### src/rtl/alu_ctrl_unit.sv
// EX-stage ALU control register plus an iterative mul/div sequencer that owns HI/LO.
// HI/LO-class instructions stall while the sequencer is busy; all other instructions keep flowing.
module alu_ctrl_unit #(
  parameter int         DATA_W   = 32,
  parameter int         CTRL_W   = 6,
  parameter logic [5:0] LW_OP    = 6'h23,
  parameter logic [5:0] SW_OP    = 6'h2B,
  parameter logic [5:0] ADD_FUNC = 6'h20
) (
  input  logic              clk,
  input  logic              rst_n,
  input  logic              in_valid,
  input  logic [5:0]        op,
  input  logic [5:0]        func,
  input  logic [DATA_W-1:0] rs_val,
  input  logic [DATA_W-1:0] rt_val,
  input  logic              ex_stall,
  output logic              out_valid,
  output logic [CTRL_W-1:0] alu_ctrl,
  output logic              busy,
  output logic              stall_req,
  output logic [DATA_W-1:0] hi,
  output logic [DATA_W-1:0] lo
);

  localparam int CNT_W = $clog2(DATA_W);
  localparam logic [CNT_W-1:0] CNT_LAST = CNT_W'(DATA_W - 1);

  typedef enum logic [1:0] {IDLE, RUN, DONE} state_t;

  state_t state, state_nxt;
  logic [CNT_W-1:0] cnt;

  logic [5:0]        dec6;
  logic [CTRL_W-1:0] dec;
  logic              is_r, is_muldiv, is_mt, hilo, accept, start;

  // sequencer datapath: acc_hi/acc_lo are product halves (mul) or remainder/quotient (div)
  logic [DATA_W-1:0] acc_hi, acc_lo, opnd, rs_raw;
  logic              op_div, neg_q, neg_r, div_zero;

  logic              sgn, a_neg, b_neg;
  logic [DATA_W-1:0] a_mag, b_mag;
  logic [DATA_W:0]   sum, shl, diff;
  logic [DATA_W-1:0] hi_step, lo_step, hi_res, lo_res;
  logic [2*DATA_W-1:0] prod;

  always_comb begin
    dec6 = op;
    if (op == 6'h00) dec6 = func;
    else if (op == LW_OP || op == SW_OP) dec6 = ADD_FUNC;
    dec = '0;
    dec[5:0] = dec6;
  end

  // 0x18-0x1B are MULT/MULTU/DIV/DIVU, 0x10-0x13 are MFHI/MTHI/MFLO/MTLO
  assign is_r      = (op == 6'h00);
  assign is_muldiv = is_r && (func[5:2] == 4'b0110);
  assign is_mt     = is_r && (func == 6'h11 || func == 6'h13);
  assign hilo      = is_r && (func[5:2] == 4'b0110 || func[5:2] == 4'b0100);
  assign stall_req = in_valid & busy & hilo;
  assign accept    = in_valid & ~ex_stall & ~stall_req;
  assign start     = accept & is_muldiv & (state == IDLE);

  always_ff @(posedge clk) begin
    if (!rst_n) begin
      out_valid <= 1'b0;
      alu_ctrl  <= '0;
    end else if (!ex_stall) begin
      out_valid <= accept;
      alu_ctrl  <= dec;
    end
  end

  always_ff @(posedge clk) begin
    if (!rst_n) begin
      state <= IDLE;
      cnt   <= '0;
    end else begin
      state <= state_nxt;
      cnt   <= (state == RUN && state_nxt == RUN) ? cnt + 1'b1 : '0;
    end
  end

  always_comb begin
    state_nxt = state;
    busy      = 1'b0;
    case (state)
      IDLE: if (start) state_nxt = RUN;
      RUN: begin
        busy = 1'b1;
        if (cnt == CNT_LAST) state_nxt = DONE;
      end
      DONE: begin
        busy      = 1'b1;
        state_nxt = IDLE;
      end
      default: state_nxt = IDLE;
    endcase
  end

  always_comb begin
    sgn   = ~func[0];
    a_neg = sgn & rs_val[DATA_W-1];
    b_neg = sgn & rt_val[DATA_W-1];
    a_mag = a_neg ? -rs_val : rs_val;
    b_mag = b_neg ? -rt_val : rt_val;

    sum  = {1'b0, acc_hi} + (acc_lo[0] ? {1'b0, opnd} : '0);
    shl  = {acc_hi, acc_lo[DATA_W-1]};
    diff = shl - {1'b0, opnd};
    if (!op_div) begin
      {hi_step, lo_step} = {sum, acc_lo[DATA_W-1:1]};
    end else if (!diff[DATA_W]) begin
      hi_step = diff[DATA_W-1:0];
      lo_step = {acc_lo[DATA_W-2:0], 1'b1};
    end else begin
      hi_step = shl[DATA_W-1:0];
      lo_step = {acc_lo[DATA_W-2:0], 1'b0};
    end

    // most-negative / -1 needs no special case: magnitude quotient already equals the result bits
    prod = neg_q ? -{acc_hi, acc_lo} : {acc_hi, acc_lo};
    if (!op_div) begin
      {hi_res, lo_res} = prod;
    end else if (div_zero) begin
      hi_res = rs_raw;
      lo_res = '1;
    end else begin
      hi_res = neg_r ? -acc_hi : acc_hi;
      lo_res = neg_q ? -acc_lo : acc_lo;
    end
  end

  always_ff @(posedge clk) begin
    if (!rst_n) begin
      acc_hi   <= '0;
      acc_lo   <= '0;
      opnd     <= '0;
      rs_raw   <= '0;
      op_div   <= 1'b0;
      neg_q    <= 1'b0;
      neg_r    <= 1'b0;
      div_zero <= 1'b0;
    end else if (start) begin
      acc_hi   <= '0;
      acc_lo   <= func[1] ? a_mag : b_mag;
      opnd     <= func[1] ? b_mag : a_mag;
      rs_raw   <= rs_val;
      op_div   <= func[1];
      neg_q    <= a_neg ^ b_neg;
      neg_r    <= a_neg;
      div_zero <= (rt_val == '0);
    end else if (state == RUN) begin
      acc_hi <= hi_step;
      acc_lo <= lo_step;
    end
  end

  always_ff @(posedge clk) begin
    if (!rst_n) begin
      hi <= '0;
      lo <= '0;
    end else if (state == DONE) begin
      hi <= hi_res;
      lo <= lo_res;
    end else if (accept && is_mt) begin
      if (func == 6'h11) hi <= rs_val;
      else               lo <= rs_val;
    end
  end

endmodule

### config.mk
export PLATFORM = sky130hd
export DESIGN_NAME = alu_ctrl_unit
export DESIGN_NICKNAME = d
export VERILOG_FILES = /design/src/rtl/alu_ctrl_unit.sv
export SDC_FILE = /design/constraint.sdc
export NUM_CORES = 1
export LEC_CHECK = 0
export BUFFER_PORTS_ARGS = -buffer_cell sky130_fd_sc_hd__buf_2
export CAP_MARGIN = 40
export CORE_UTILIZATION = 35
export CTS_BUF_LIST = sky130_fd_sc_hd__clkbuf_8
export DETAILED_ROUTE_END_ITERATION = 12
export SYNTH_ARGS = -nofsm -noshare
export SYNTH_HDL_FRONTEND = slang
export SYNTH_SLANG_ARGS = --single-unit
### constraint.sdc
create_clock -name clk -period 9.05 [get_ports clk]
set_input_delay 0 -clock clk [delete_from_list [all_inputs] [get_ports clk]]
set_output_delay 0 -clock clk [all_outputs]
set_load 0.1 [all_outputs]
==> impl.org <==
** Finish
- The finished layout holds 3,172 standard cells, fillers aside.
- Leaving out fill and tap cells, the most frequent cell in the layout is nand2_1.
- Compared with the post-synthesis result, the final layout area differs by 16.71%.
- After the last flow step, the layout net total stands at between 2k and 3k.
- Commonest non-fill, non-tap cells in the layout :: nand2_1, dfxtp_1, o21ai_0
- Share of final-layout standard cells stronger than drive strength 1 :: 13.80%

** Yosys
- Post-synthesis async set-or-reset flop share :: 0%
- In this run, synthesis produced a sequential element count of 210.
- Number of distinct standard cells referenced by the synthesized netlist :: 90
- Number of cells produced by synthesis :: 2,340
- When the netlist entered floorplanning its net count stood at 2,495.
- Dividing the synthesized area by the synthesized cell count gives 7.461 µm².
- During synthesis, Yosys emitted a total of 0 warnings.
- Primary FF master, synth :: dfxtp_1
- Netlist area before placement :: 17,460 µm²
- Of the synthesized area, sequential elements account for 24.08%.
- Counting flops with a built-in enable in the synthesized netlist gives 0.

** Run status
- Status :: finished, final reports clean

** CTS
- After clock tree synthesis, the clock-pin slew on the worst setup and hold paths is 0.06 ns.
- Setup Fix Bufs, Post-CTS :: 0
- The H-tree was split into 2 levels.
- CTS saw between 200 and 250 sinks.
- The tree is rooted in a clkbuf_8.
- Number of buffers added to fix hold violations after cts :: slightly above 90
- TritonCTS created 44 clock buffers.
- TritonCTS built the clock tree.
- For the worst-skew pair, the clock arrives at the later sink with an insertion delay of 0.63 ns.
- Number of buffers on the longest clock path :: 3
- Gates resized during post-CTS repair numbered 0.

** Placed design
- Final HPWL from detailed placement :: 51,150 µm
- The congestion estimate from routability-driven global placement came to 0.9684.
- IO Port Bufs :: 152
- In this run, placement finished with an instance count of around 3.0k.

** Critical path
- Required time at the worst-slack endpoint :: 9.61 ns
- The setup path with the least slack is of type register to register.
- Measured in cells, the most critical reg-to-reg path has a length of 12.
- Delay contributed by the slowest stage of the critical path :: roughly 0.63 ns
- Walking the worst path, the cells encountered are inv_1 > buf_4 > ha_1 > or3b_2 > nor3_1 > nand3_2 > or4_1 > or2_4 > o21ai_2 > xor2_1 > mux2_1 > a21oi_1.
- The worst setup path is launched from a register.
- For flop-to-flop paths, the worst setup slack is 4.73 ns.
- For the worst setup path, the data arrival time is 4.88 ns.
- Among all stages on the critical path, the largest delay is contributed by inv_1.
- Capturing element type of the critical path :: register
- Along the worst path, the maximum fanout reaches 21.
- Number of buffers and inverters on the critical path :: 2
- The critical path runs through a total of 12 cells.
- Dominant delay contributor by cell family on the critical path :: simple AND/OR/NAND/NOR gates

** STA
- Worst Skew :: ~0.043 ns
- Hold Fails Final Rpt :: 0
- In this run the tightest slew margin relative to its limit is 37.61%.
- Max Clk Rate :: 231.6 MHz
- RSZ-0062 raised after global routing :: false
- Slew @ Worst Pin :: about 0.94 ns
- Setup total negative slack on the finished layout was measured at 0 ns.
- Minimum clock period after layout :: 4.318 ns
- Setup violations remaining at the end of the flow were counted as 0.
- The final max-slew violation count came to 0.
- Portion of the clock cycle consumed by the worst path in the final layout :: 47.72%

** Global routing
- Global-route wire length before repair :: 103,800 µm
- Total global routing track utilization :: 26.64%
- After global routing the overflow that remains totals 0.
- Vias in the first global route :: 17.43k
- Entering global routing, the biggest net connects 89 pins.
- Number of antenna violations at the first check in global routing :: 2

** Drt
- In this run, the number of DRC markers left after iteration 0 of detailed routing was 1,569.
- Once detail routing completed, the nets flagged for antenna violations numbered 0.
- In the routed layout, each cell is associated on average with a via count of 5.812.
- Drt first pass iters :: 5
- Routed WL :: 69,330 µm
- After detailed routing, the average wire length per cell comes to 21.86 µm.
- Via count :: 18.44k
- After detailed routing, the number of remaining DRC violations is 0.

** Die
- Starting density of the core :: 35.59%
- Die extent in x :: 225.3 µm
- For this design the top-level I/O count stands at 153.
- Die extent in y :: 225.3 µm
- In this run the core area contains 81 standard-cell rows.
- Core region area :: 49,050 µm²
- Die Outline Area :: roughly 51,000 µm²

** Job
- Max-capacitance violation count :: 0

** Min path
- The tightest min-delay check is of the input pin to register type.
- The worst hold path passes through 6 cells.

** Pwr
- Max IR drop VDD :: 0.00009057 V
- Static leakage power :: 8.186 nW
- Dividing total power by cell area gives a power density of 105.4 nW/µm².
-- synth_stat cells (19+ instances only) --
cell type,number,area share [%]
or3_1,19,0.68
clkbuf_1,153,3.3
a21o_1,22,0.95
o211ai_1,65,2.8
nand3_1,40,1.1
mux2i_1,48,2.8
nor4_1,20,0.72
and2_1,23,0.82
a21oi_1,181,5.2
o21ai_0,207,5.9
ha_1,73,5.2
a21boi_0,64,2.8
nand2_1,289,6.2
a211oi_1,35,1.5
xor2_1,90,4.5
nor3_1,45,1.3
nand2b_1,21,0.75
xnor2_1,110,5.5
inv_1,81,1.7
dfxtp_1,210,24
o31ai_1,26,1.1
nor2_1,163,3.5
mux2_2,55,3.5
-- flip-flops by register name (all words and copies together), names as in the netlist, 5 cells and up --
| signal | flops |
|---|---|
| acc_hi | 32 |
| acc_lo | 32 |
| alu_ctrl | 6 |
| cnt | 5 |
| hi | 32 |
| lo | 32 |
| opnd | 32 |
| rs_raw | 32 |
-- final timing paths --
kind | from | endpoint
setup / recovery | acc_lo[0] | hi[22]
hold / removal | rt_val[1] | acc_lo[3]
setup reg to reg | acc_lo[0] | hi[22]
hold reg to reg | cnt[0] | cnt[0]
-- cells by family after synthesis --
kind of cell	synth area share, %
flops	24.08
simple gates	19.17
xor+xnor	10.03
fa+ha+maj	5.461
compound gates	28.98
buf+inv	5.826
mux	6.450
-- worst min-delay path, cell delays in order --
cell and delay [ns]:
buf_2 0.10, nor3_1 0.05, nor2_1 0.11, xor2_1 0.12, o211ai_1 0.16, a21boi_0 0.08
-- routing by layer --
metal	global-route usage [%]	vias to the layer above	share of wire (%)
met3	3.911	164	6.7
met5	0	-	0
met1	34.63	8831	43
met4	13.74	0	5.2
li1	-	8714	-
met2	42.62	728	46
-- power breakdown --
group	leakage [nW]	switching, W	internal (W)
logic	5.99	0.000158	0.0000814
registers	1.69	0.00000152	0.000927
clock network	0.498	0.000462	0.000518
total	8.19	0.000621	0.00153
-- layout make-up --
cell class,instances,area (µm²)
clock buffers,52,715.7
diodes,1,2.502
clock inverters,24,107.6
fillers,5139,28680
flip-flops and latches,210,4209
inverters,83,311.5
well taps,664,830.8
multi-input cells,1869,12270
repair buffers,269,1927
-- stage by stage --
| stage | cell area, µm² | hold WS [ns] | setup slack (ns) | power (W) | util [%] |
|---|---|---|---|---|---|
| 2_1_floorplan | 17460 | 0.1409 | 5.769 | 0.001058 | - |
| 3_3_place_gp | 18540 | 0.2968 | 4.916 | 0.001148 | 37.79 |
| 3_5_place_dp | 18620 | 0.3169 | 4.800 | 0.001151 | 37.96 |
| 4_1_cts | 20370 | 0.002452 | 4.822 | 0.002159 | 41.54 |
| 5_1_grt | 20380 | 0.03308 | 4.500 | 0.002210 | 41.54 |
| 6_report | 20380 | 0.04189 | 4.732 | 0.002147 | 41.54 |
Power figures use the tool's default switching activity.
